### config.mk
export PLATFORM = sky130hd
export DESIGN_NAME = one_wire_tx_master
export DESIGN_NICKNAME = d
export VERILOG_FILES = /design/src/rtl/one_wire_tx_master.sv
export SDC_FILE = /design/constraint.sdc
export NUM_CORES = 1
export LEC_CHECK = 0
export CAP_MARGIN = 15
export CORE_MARGIN = 5
export CORE_UTILIZATION = 48
export CTS_BUF_LIST = sky130_fd_sc_hd__clkbuf_2
export CTS_CLUSTER_DIAMETER = 60
export CTS_CLUSTER_SIZE = 12
export DETAILED_ROUTE_END_ITERATION = 16
export PLACE_DENSITY = 0.71
export SLEW_MARGIN = 10
export SYNTH_ARGS = -nofsm -noshare
export SYNTH_HDL_FRONTEND = slang
export SYNTH_SLANG_ARGS = --single-unit
export TNS_END_PERCENT = 100
### constraint.sdc
create_clock -name clk -period 2.6 [get_ports clk]
set_input_delay 0.52 -clock clk [delete_from_list [all_inputs] [get_ports clk]]
set_output_delay 0.52 -clock clk [all_outputs]
set_load 0.005 [all_outputs]
### src/rtl/one_wire_tx_master.sv
// 1-Wire bus master transmitter: reset/presence handshake, then streams bytes
// fetched from the BRAM read port onto the bus as LSB-first write slots.
//
// state      | meaning
// -----------+----------------------------------------------------------
// IDLE       | waiting for start
// RST_LOW    | bus pulled low for the reset pulse
// PRES_WAIT  | bus released, presence sampled, reset window completes
// FETCH      | read_en held until data_dv or timeout
// BIT_LOW    | slot low phase (short for 1, long for 0)
// BIT_REL    | slot released until the slot length has elapsed
// RECOVERY   | released recovery between slots
// DONE       | one-cycle done pulse, busy drops
module one_wire_tx_master #(
    parameter int T_RST_LOW     = 24000,
    parameter int T_PRES_SAMPLE = 3500,
    parameter int T_RST_TOTAL   = 24000,
    parameter int T_W1_LOW      = 300,
    parameter int T_W0_LOW      = 3000,
    parameter int T_SLOT        = 3500,
    parameter int T_REC         = 100,
    parameter int RD_TIMEOUT    = 16
) (
    input  logic       clk,
    input  logic       reset,
    input  logic       start,
    input  logic [4:0] start_address,
    input  logic [5:0] byte_count,
    output logic       read_en,
    output logic [4:0] read_address,
    input  logic [7:0] data_in,
    input  logic       data_dv,
    input  logic       ow_in,
    output logic       ow_drive_low,
    output logic       busy,
    output logic       done,
    output logic       presence,
    output logic       error
);

    localparam int T_MAX_A = (T_RST_LOW > T_RST_TOTAL) ? T_RST_LOW : T_RST_TOTAL;
    localparam int T_MAX_B = (T_SLOT > RD_TIMEOUT) ? T_SLOT : RD_TIMEOUT;
    localparam int T_MAX_C = (T_MAX_A > T_MAX_B) ? T_MAX_A : T_MAX_B;
    localparam int T_MAX   = (T_MAX_C > T_REC) ? T_MAX_C : T_REC;
    localparam int TW      = $clog2(T_MAX + 1);

    localparam logic [TW-1:0] ONE          = TW'(1);
    localparam logic [TW-1:0] RST_LOW_M1   = TW'(T_RST_LOW - 1);
    localparam logic [TW-1:0] RST_TOTAL_M1 = TW'(T_RST_TOTAL - 1);
    localparam logic [TW-1:0] PRES_AT      = TW'(T_RST_TOTAL - T_PRES_SAMPLE);
    localparam logic [TW-1:0] W1_LOW_M1    = TW'(T_W1_LOW - 1);
    localparam logic [TW-1:0] W0_LOW_M1    = TW'(T_W0_LOW - 1);
    localparam logic [TW-1:0] SLOT_M1      = TW'(T_SLOT - 1);
    localparam logic [TW-1:0] REC_M1       = TW'(T_REC - 1);
    localparam logic [TW-1:0] RD_TO_M1     = TW'(RD_TIMEOUT - 1);

    typedef enum logic [2:0] {
        S_IDLE,
        S_RST_LOW,
        S_PRES_WAIT,
        S_FETCH,
        S_BIT_LOW,
        S_BIT_REL,
        S_RECOVERY,
        S_DONE
    } state_t;

    state_t          state;
    logic [TW-1:0]   timer;
    logic [TW-1:0]   slot_timer;
    logic [5:0]      bytes_left;
    logic [2:0]      bit_idx;
    logic [7:0]      shreg;
    logic [1:0]      ow_sync;
    logic            presence_now;

    // presence may be sampled on the very edge that closes the reset window
    assign presence_now = presence | ((timer == PRES_AT) & ~ow_sync[1]);

    function automatic logic [TW-1:0] low_time(input logic b);
        return b ? W1_LOW_M1 : W0_LOW_M1;
    endfunction

    always_ff @(posedge clk) begin
        if (reset) begin
            state        <= S_IDLE;
            timer        <= '0;
            slot_timer   <= '0;
            bytes_left   <= '0;
            bit_idx      <= '0;
            shreg        <= '0;
            ow_sync      <= 2'b11;
            read_en      <= 1'b0;
            read_address <= '0;
            ow_drive_low <= 1'b0;
            busy         <= 1'b0;
            done         <= 1'b0;
            presence     <= 1'b0;
            error        <= 1'b0;
        end else begin
            ow_sync <= {ow_sync[0], ow_in};
            done    <= 1'b0;
            case (state)
                S_IDLE: begin
                    if (start) begin
                        if (byte_count == 6'd0) begin
                            done <= 1'b1;
                        end else begin
                            bytes_left   <= byte_count;
                            read_address <= start_address;
                            presence     <= 1'b0;
                            error        <= 1'b0;
                            busy         <= 1'b1;
                            ow_drive_low <= 1'b1;
                            timer        <= RST_LOW_M1;
                            state        <= S_RST_LOW;
                        end
                    end
                end
                S_RST_LOW: begin
                    if (timer == '0) begin
                        ow_drive_low <= 1'b0;
                        timer        <= RST_TOTAL_M1;
                        state        <= S_PRES_WAIT;
                    end else begin
                        timer <= timer - ONE;
                    end
                end
                S_PRES_WAIT: begin
                    presence <= presence_now;
                    if (timer == '0) begin
                        if (presence_now) begin
                            read_en <= 1'b1;
                            timer   <= RD_TO_M1;
                            state   <= S_FETCH;
                        end else begin
                            error <= 1'b1;
                            state <= S_DONE;
                        end
                    end else begin
                        timer <= timer - ONE;
                    end
                end
                S_FETCH: begin
                    if (data_dv) begin
                        shreg        <= data_in;
                        bit_idx      <= 3'd0;
                        read_en      <= 1'b0;
                        ow_drive_low <= 1'b1;
                        timer        <= low_time(data_in[0]);
                        slot_timer   <= SLOT_M1;
                        state        <= S_BIT_LOW;
                    end else if (timer == '0) begin
                        read_en <= 1'b0;
                        error   <= 1'b1;
                        state   <= S_DONE;
                    end else begin
                        timer <= timer - ONE;
                    end
                end
                S_BIT_LOW: begin
                    slot_timer <= slot_timer - ONE;
                    if (timer == '0) begin
                        ow_drive_low <= 1'b0;
                        state        <= S_BIT_REL;
                    end else begin
                        timer <= timer - ONE;
                    end
                end
                S_BIT_REL: begin
                    if (slot_timer == '0) begin
                        timer <= REC_M1;
                        state <= S_RECOVERY;
                    end else begin
                        slot_timer <= slot_timer - ONE;
                    end
                end
                S_RECOVERY: begin
                    if (timer != '0) begin
                        timer <= timer - ONE;
                    end else if (bit_idx != 3'd7) begin
                        shreg        <= {1'b0, shreg[7:1]};
                        bit_idx      <= bit_idx + 3'd1;
                        ow_drive_low <= 1'b1;
                        timer        <= low_time(shreg[1]);
                        slot_timer   <= SLOT_M1;
                        state        <= S_BIT_LOW;
                    end else begin
                        // address is 5 bits wide, so 31 rolls over to 0
                        bytes_left   <= bytes_left - 6'd1;
                        read_address <= read_address + 5'd1;
                        if (bytes_left != 6'd1) begin
                            read_en <= 1'b1;
                            timer   <= RD_TO_M1;
                            state   <= S_FETCH;
                        end else begin
                            state <= S_DONE;
                        end
                    end
                end
                S_DONE: begin
                    done  <= 1'b1;
                    busy  <= 1'b0;
                    state <= S_IDLE;
                end
                default: state <= S_IDLE;
            endcase
        end
    end

endmodule

### After elaboration in Yosys (flattened, before gate mapping)

Cells that the tools add are included.
W data, S select, Z words.

* reductions and logical operators: 25
* add/subtract/negate cells: 5
* muxes and demuxes: 76
* bitwise logic cells: 3
* equal/unequal tests: 30

Operators with widths (number)
* $mux W15: 15
* $pmux W15 S7: 1
* $pmux W15 S4: 1
* $mux W3: 15
* $ne A2 B2 Y1 const B: 16
* $logic_not A15 Y1: 2
* $sub A15 B1 Y15 const B: 2
* $mux W12: 2
* $mux W6: 4
* $mux W8: 3
* $pmux W3 S8: 1
* $reduce_and A7 Y1: 3
* $mux W1: 20
* $mux W5: 4
* $pmux W8 S2: 1
* $eq A15 B15 Y1 const B: 1
* $reduce_bool A15 Y1: 1
* $eq A3 B3 Y1 const B: 4
* $pmux W6 S2: 1
* $pmux W5 S2: 1
* $reduce_and A5 Y1: 2
* $ne A3 B3 Y1 const B: 3
* $reduce_and A8 Y1: 1
* $reduce_bool A2 Y1: 4
* 24 further kinds: 31

* bits of input ports: 24
* output and inout bits: 11
* register bits: 63

### Logic depth before layout (Yosys ltp)

* word-level depth: 6
* gate-level depth with buffers: 14

### Worst setup path before layout

No wires, ideal clock.

* path kind: reg2reg
* start: register timer[0]
* end: register timer[0]
* setup slack: -0.015 ns
* setup time: 0.134 ns
* path buffers: 1
* cell stages (with the launch flop): 15
* arrival time: 2.480 ns
* path through: dfxtp_1 -> inv_1 -> ha_1 -> nor3b_2 -> nand2_1 -> nor3_2 -> inv_2 -> clkbuf_1 -> ha_1 -> nor3b_1 -> a21oi_1 -> o21ai_0 -> o21ai_0 -> nor3_1 -> a211oi_1

* word-level cells in the longest chain between the ends: 5
* elaborated cells on any way between the ends: 15
* classes of those cells: add/sub (1); eq/ne (3); mux (6); bitwise (2); reduce/logical (3)

Ends and longest elaborated chain
* start: declaration: line 69 `logic [TW-1:0] timer;`
* start signal: assignment: line 126 `timer <= timer - ONE;`
* start signal: assignment: line 141 `timer <= timer - ONE;`
* start signal: assignment: line 150 `timer <= low_time(data_in[0]);`
* branches (longest 5 deep; another with $sub A15 B1 Y15)

Several ways; the timed one is not identified.
A chain may end at the register's enable or synchronous reset.

### Worst setup path in the final report

* start: register timer[12]
* end: register timer[6]

* word-level cells in the longest chain between the ends: 5
* elaborated cells on any way between the ends: 14
* classes of those cells: eq/ne (3); mux (6); bitwise (2); reduce/logical (3)

Ends and longest elaborated chain
* $eq A15 B15 Y1: line 78 `assign presence_now = presence | ((timer == PRES_AT) & ~ow_sync[1]);`
* $and A1 B1 Y1: line 78
* $or A1 B1 Y1: line 78
* $ne A3 B3 Y1 (no line)
* $reduce_and A6 Y1 (no line)

Several ways; a longest one is shown, not always the timed one.

==> metrics.yaml <==
hpwl_um: 8380
min_period_ns: 2.49
grt_overflow_total: 0
r2r_cells: 7
yosysWarnings: 0
rsz0062_at_grt: "true"
r2r_slack_ns: 0.11
synth_top_area_share_pct: 31.6
synthToLayoutAreaGrowth_pct: 19.2
synthArstFlopShare_pct: 0
status: "completed"
totalWireLength_um: 11400
synth.most_common_cell: "nand2_1"
antenna_found_initial: 0
drc: 0
hold_viol: 0
grt_pass1_wl_um: 18700
drt_first_iter_violations: 405
synth_area_um2: 3920
min_to: "ow_sync[1]$_SDFF_PP1_"
combPwrFrac_pct: 47.9
wl_met2_um: 5250
tightest_slew_ns: 0.555
yosys-top-cells-count: "nand2_1 (66), dfxtp_1 (62), a21oi_1 (46)"
cts_root_buf: "clkbuf_2"
vias: 4159
grt_use_total_pct: 22.8
worstSetupStartpointType: "flop"
rr_endpoint: "timer[6]$_SDFFE_PP0P_"
ant_nets: 0
grt_max_degree: 50
antennaDiodeCount: 0
gp_congestion: 0.998
highest_layer: "met4"
setup_viol: 0
synth_seq_area_share_pct: 31.6
dr_wl_met3_um: 766
postCtsHoldBufs: 0
dieArea_um2: 10100
fin_skew_ns: 0.0301
hold_class: "flop to flop"
total_power_uw: 3460
power_frac_clock_pct: 14.3
fp-row-count: 33
drv_slew: 0
fmax_mhz: 401
crit_type: "flop to flop"
die_h_um: 100
p_per_area_nw_per_um2: 739
leakage_uw: 0.00180
via_per_inst: 6.11
yosys.area.top_type: "dfxtp_1"
wl_met1_um: 5160
max-slew-margin-rel_pct: 62.9
crit_path_end_kind: "flop"
port_buffers: 34
synth.distinct_cells: 74
tritoncts: "done"
reg2reg_from: "timer[12]$_SDFFE_PP0P_"
fin_hold_ws_ns: 0.436
utilization_pct: 57.8
clk_path_buf_depth: 2
worstPathArrival_ns: 2.89
initial_core_util_pct: 48.5
peakVddDrop_mv: 0.350
cap_violations: 0
synth_nets: 552
synth.avg_cell_area_um2: 7.56
p_int_uw: 1960
drt-pass1-iter-count: 5
netSwitchingPower_uw: 1500
switching_share_pct: 43.3
tns_ns: 0
post-route-period-util_pct: 95.9
netlist_instances: 519
ios: 35
die_w_um: 100
synth_area_leaders: "dfxtp_1 (32%), nand2_1 (6.3%), a21oi_1 (5.9%), nor2_1 (4.2%), o21ai_0 (4.0%)"
cts_buffers: 9
path_clk_slew_ns: 0.19
clock_latency_ns: 0.49
final_layout_size_suffix_gt1_share_pct: 14.4
synthFlopType: "dfxtp_1"
synth_seq_cells: 62
power_frac_seq_pct: 37.8
synth-edff-count: 0
final_nets: 604
min_from: "ow_sync[0]$_SDFF_PP1_"
cts_num_sinks: 62
htreeDepth: 3
critical_path_required_ns: 3.00
holdPathStages: 1
core-area_um2: 8090
first_global_vias: 3908
critPathMaxFanout: 8
avgRoutedWirePerCell_um: 16.7
## repair_timing
item	in CTS	in global routing
gates resized for setup	0	5
buffers inserted	0	0
setup endpoints to repair	0	6
## metal layers
metal / track usage [%] / vias up
met3: 5.07 / 22
met1: 31.0 / 1941
met4: 8.39 / 0
met5: 0 / -
li1: - / 2012
met2: 35.3 / 184
## per-stage QoR
stage	std cells	instance area (um2)	setup slack (ns)
floorplan	519	3930	0.0521
global placement	665	4570	0.148
detailed placement	665	4570	0.127
CTS	681	4650	0.0847
global route	681	4680	-0.0141
finish	681	4680	0.107
## kinds of logic after synthesis
logic type	Yosys count	synth area share (%)
xor+xnor	16	3.57
compound gates	163	27.1
buf+inv	50	5.01
simple gates	215	28.7
fa+ha+maj	9	2.87
flops	62	31.6
mux	4	1.08
## cell usage in the layout (no fill, tap or decap), types with 11 or more instances in the layout
master           Yosys  layout
inv_1               13      13
dfxtp_1             62      61
clkbuf_2             0      11
clkdlybuf4s50_1      0      33
a31oi_1             12      12
nor3_1              24      24
buf_4                0      42
nor2_1              44      44
o21ai_0             31      31
o21ai_1             12      12
a211oi_1            11      11
nand2_1             66      66
a21oi_1             46      46
## power by group through the flow
| stage | Clock [uW] | Combinational (uW) | Sequential (uW) |
|---|---|---|---|
| floorplan | 0 | 1130 | 1240 |
| global placement | 0 | 1580 | 1310 |
| detailed placement | 0 | 1600 | 1320 |
| CTS | 503 | 1610 | 1300 |
| global route | 558 | 1810 | 1330 |
| finish | 495 | 1650 | 1310 |
## state kept, by name, indices dropped and copies added, names as in the netlist
signal        count
slot_timer       15
timer            15
shreg             7
bytes_left        6
read_address      5
bit_idx           3
state             3
ow_sync           2
busy              1
done              1
error             1
ow_drive_low      1
presence          1
read_en           1
## worst max-delay path by stage
stage / depth (start not counted) / slack (ns) / endpoint / startpoint
CTS: 7 / 0.08 / timer[6]$_SDFFE_PP0P_ / timer[4]$_SDFFE_PP0P_
global route: 6 / -0.01 / timer[6]$_SDFFE_PP0P_ / slot_timer[6]$_SDFFE_PP0P_
global placement: 7 / 0.15 / read_address[0]$_SDFFE_PP0P_ / byte_count[1]
finish: 7 / 0.11 / timer[6]$_SDFFE_PP0P_ / timer[12]$_SDFFE_PP0P_
floorplan: 14 / 0.05 / timer[0]$_SDFFE_PP0P_ / timer[0]$_SDFFE_PP0P_
detailed placement: 7 / 0.13 / timer[6]$_SDFFE_PP0P_ / timer[4]$_SDFFE_PP0P_
## area by class of cell
type	count	area, um2
Fill cell	778	3420
Multi-Input combinational cell	407	2510
Sequential cell	62	1240
Timing Repair Buffer	76	651
Tap cell	105	131
Inverter	15	56.3
Clock buffer	11	55.1
Clock inverter	5	26.3
## critical path, stage by stage (launching register included)
cell and delay [ns]:
dfxtp_1 0.55, nor4bb_1 0.34, a41oi_1 0.30, a32oi_1 0.39
buf_4 0.19, o21a_4 0.19, nand2_2 0.11, o32ai_1 0.34
No activity file was read; power rests on OpenSTA's default activity.
==> edit (same settings) <==
The 8 states of `state_t` get a one-hot encoding in 8 bits.
--- a/src/rtl/one_wire_tx_master.sv
+++ b/src/rtl/one_wire_tx_master.sv
@@ -54,15 +54,15 @@
     localparam logic [TW-1:0] REC_M1       = TW'(T_REC - 1);
     localparam logic [TW-1:0] RD_TO_M1     = TW'(RD_TIMEOUT - 1);
 
-    typedef enum logic [2:0] {
-        S_IDLE,
-        S_RST_LOW,
-        S_PRES_WAIT,
-        S_FETCH,
-        S_BIT_LOW,
-        S_BIT_REL,
-        S_RECOVERY,
-        S_DONE
+    typedef enum logic [7:0] {
+        S_IDLE      = 8'b00000001,
+        S_RST_LOW   = 8'b00000010,
+        S_PRES_WAIT = 8'b00000100,
+        S_FETCH     = 8'b00001000,
+        S_BIT_LOW   = 8'b00010000,
+        S_BIT_REL   = 8'b00100000,
+        S_RECOVERY  = 8'b01000000,
+        S_DONE      = 8'b10000000
     } state_t;
 
     state_t          state;
Formal check against the unedited RTL: same outputs for any inputs over 10 cycles, from zero or initial values and one cycle with reset high; not proved beyond that.
==> edit against the unedited design <==
- clock power grew 41%
- first-iteration DRC count grew 24%
- wire length is essentially flat
- setup slack gained 0.022 ns
- synthesized area grew 0.80%
- highest routed layer unchanged
- sequential cell count grew 5
- design area grew 5.1%
- total power grew 22%
==> edit: results <==
[status]
status = finished clean

[setup_path]
r2r-start = state[4]
crit_path_max_incr_delay_ns = 0.59
worstRegToRegCells = 8
timing.rr.end = timer[13]
arrival_ns = 2.87
critical-path-slowest-cell = or4b_1

[finish]
final_area_um2 = 4910
top_regs = slot_timer (15), timer (15), state (8)

[global_routing]
gr-usage-all-layers_pct = 23.1
grt_pass1_wl_mm = 19.0
grt_start_max_net_pins = 28

[place]
post-dp-hpwl_mm = 8.43
postPlaceCellArea_um2 = 4670
place_inst = 666
place.gp.congestion = 0.905

[pwr]
leakage_nw = 1.89
vdd_drop_max_v = 0.000339

[clock_tree]
clk_latency_ns = 0.53

[sta]
fin_skew_ns = 0.0294
hold_slack_ns = 0.434
worst_pin_slew_ns = 0.648

[route]
routed-via-count = 4136
dr.pass1.iters = 6
first_iter_violations = 502

[synth]
ys_seq_area_share_pct = 33.9
syn_area_per_cell_um2 = 7.82
-- edit: cell types whose count changed in the layout (fill, tap and decap cells not counted), moves of 9 or more --
cell,before,now
nand2_1,66,46
nor2_1,44,60
xor2_1,7,16
buf_4,42,52
nand3_1,9,23
o21ai_1,12,1
-- edit: cells by family after synthesis --
family	count (synthesis)	share of synthesized area, %
AO/OA/AOI/OAI	132	21.3
buffers and inverters	39	4.02
adder cells (fa/ha/maj)	9	2.85
AND/OR/NAND/NOR	236	32.8
flip-flops	67	33.9
multiplexers	2	0.506
XOR/XNOR	21	4.65
-- edit: timing repair --
action,CTS,global route
setup endpoints to repair,0,38
setup buffers,0,4
resized for setup,0,19
-- edit: worst register-to-register path: stages (launching register included) --
cell,delay [ns]
dfxtp_2,0.41
or4b_1,0.59
a21oi_2,0.21
a31oi_1,0.09
a311oi_2,0.41
o21ai_2,0.16
buf_4,0.20
o21ai_0,0.18
a21oi_1,0.09
-- edit: how the worst max path moves through the flow --
stage | start | endpoint | slack, ns | cells after the start
2_1_floorplan | timer[0] | slot_timer[9] | 0.03 | 8
3_3_place_gp | state[2] | state[1] | -0.02 | 9
3_5_place_dp | state[2] | state[1] | 0.06 | 9
4_1_cts | timer[8] | timer[3] | 0.02 | 7
5_1_grt | timer[4] | timer[0] | -0.03 | 7
6_report | state[4] | timer[13] | 0.13 | 8
-- edit: final cells by class --
type	count	area share (%)
multi-input combinational	400	51.4
sequential	67	27.4
timing repair buffer	88	15.1
tap	105	2.67
clock inverter	6	1.66
clock buffer	9	0.917
inverter	11	0.840
-- edit: power by group through the flow --
stage	Sequential, mW	Combinational (mW)	Clock [mW]
final	1.42	2.12	0.699
after global routing	1.45	2.34	0.764
after CTS	1.41	2.03	0.713
after detailed placement	1.43	2.02	0
after global placement	1.43	2.01	0
after floorplan	1.38	1.29	0
-- edit: routing by layer --
| metal | GRT usage (%) | part of all wire [%] | vias up |
|---|---|---|---|
| met4 | 9.12 | 2.6 | 0 |
| met3 | 3.94 | 6.7 | 36 |
| met2 | 36.2 | 46 | 179 |
| li1 | - | - | 1996 |
| met5 | 0 | 0 | - |
| met1 | 31.5 | 45 | 1925 |
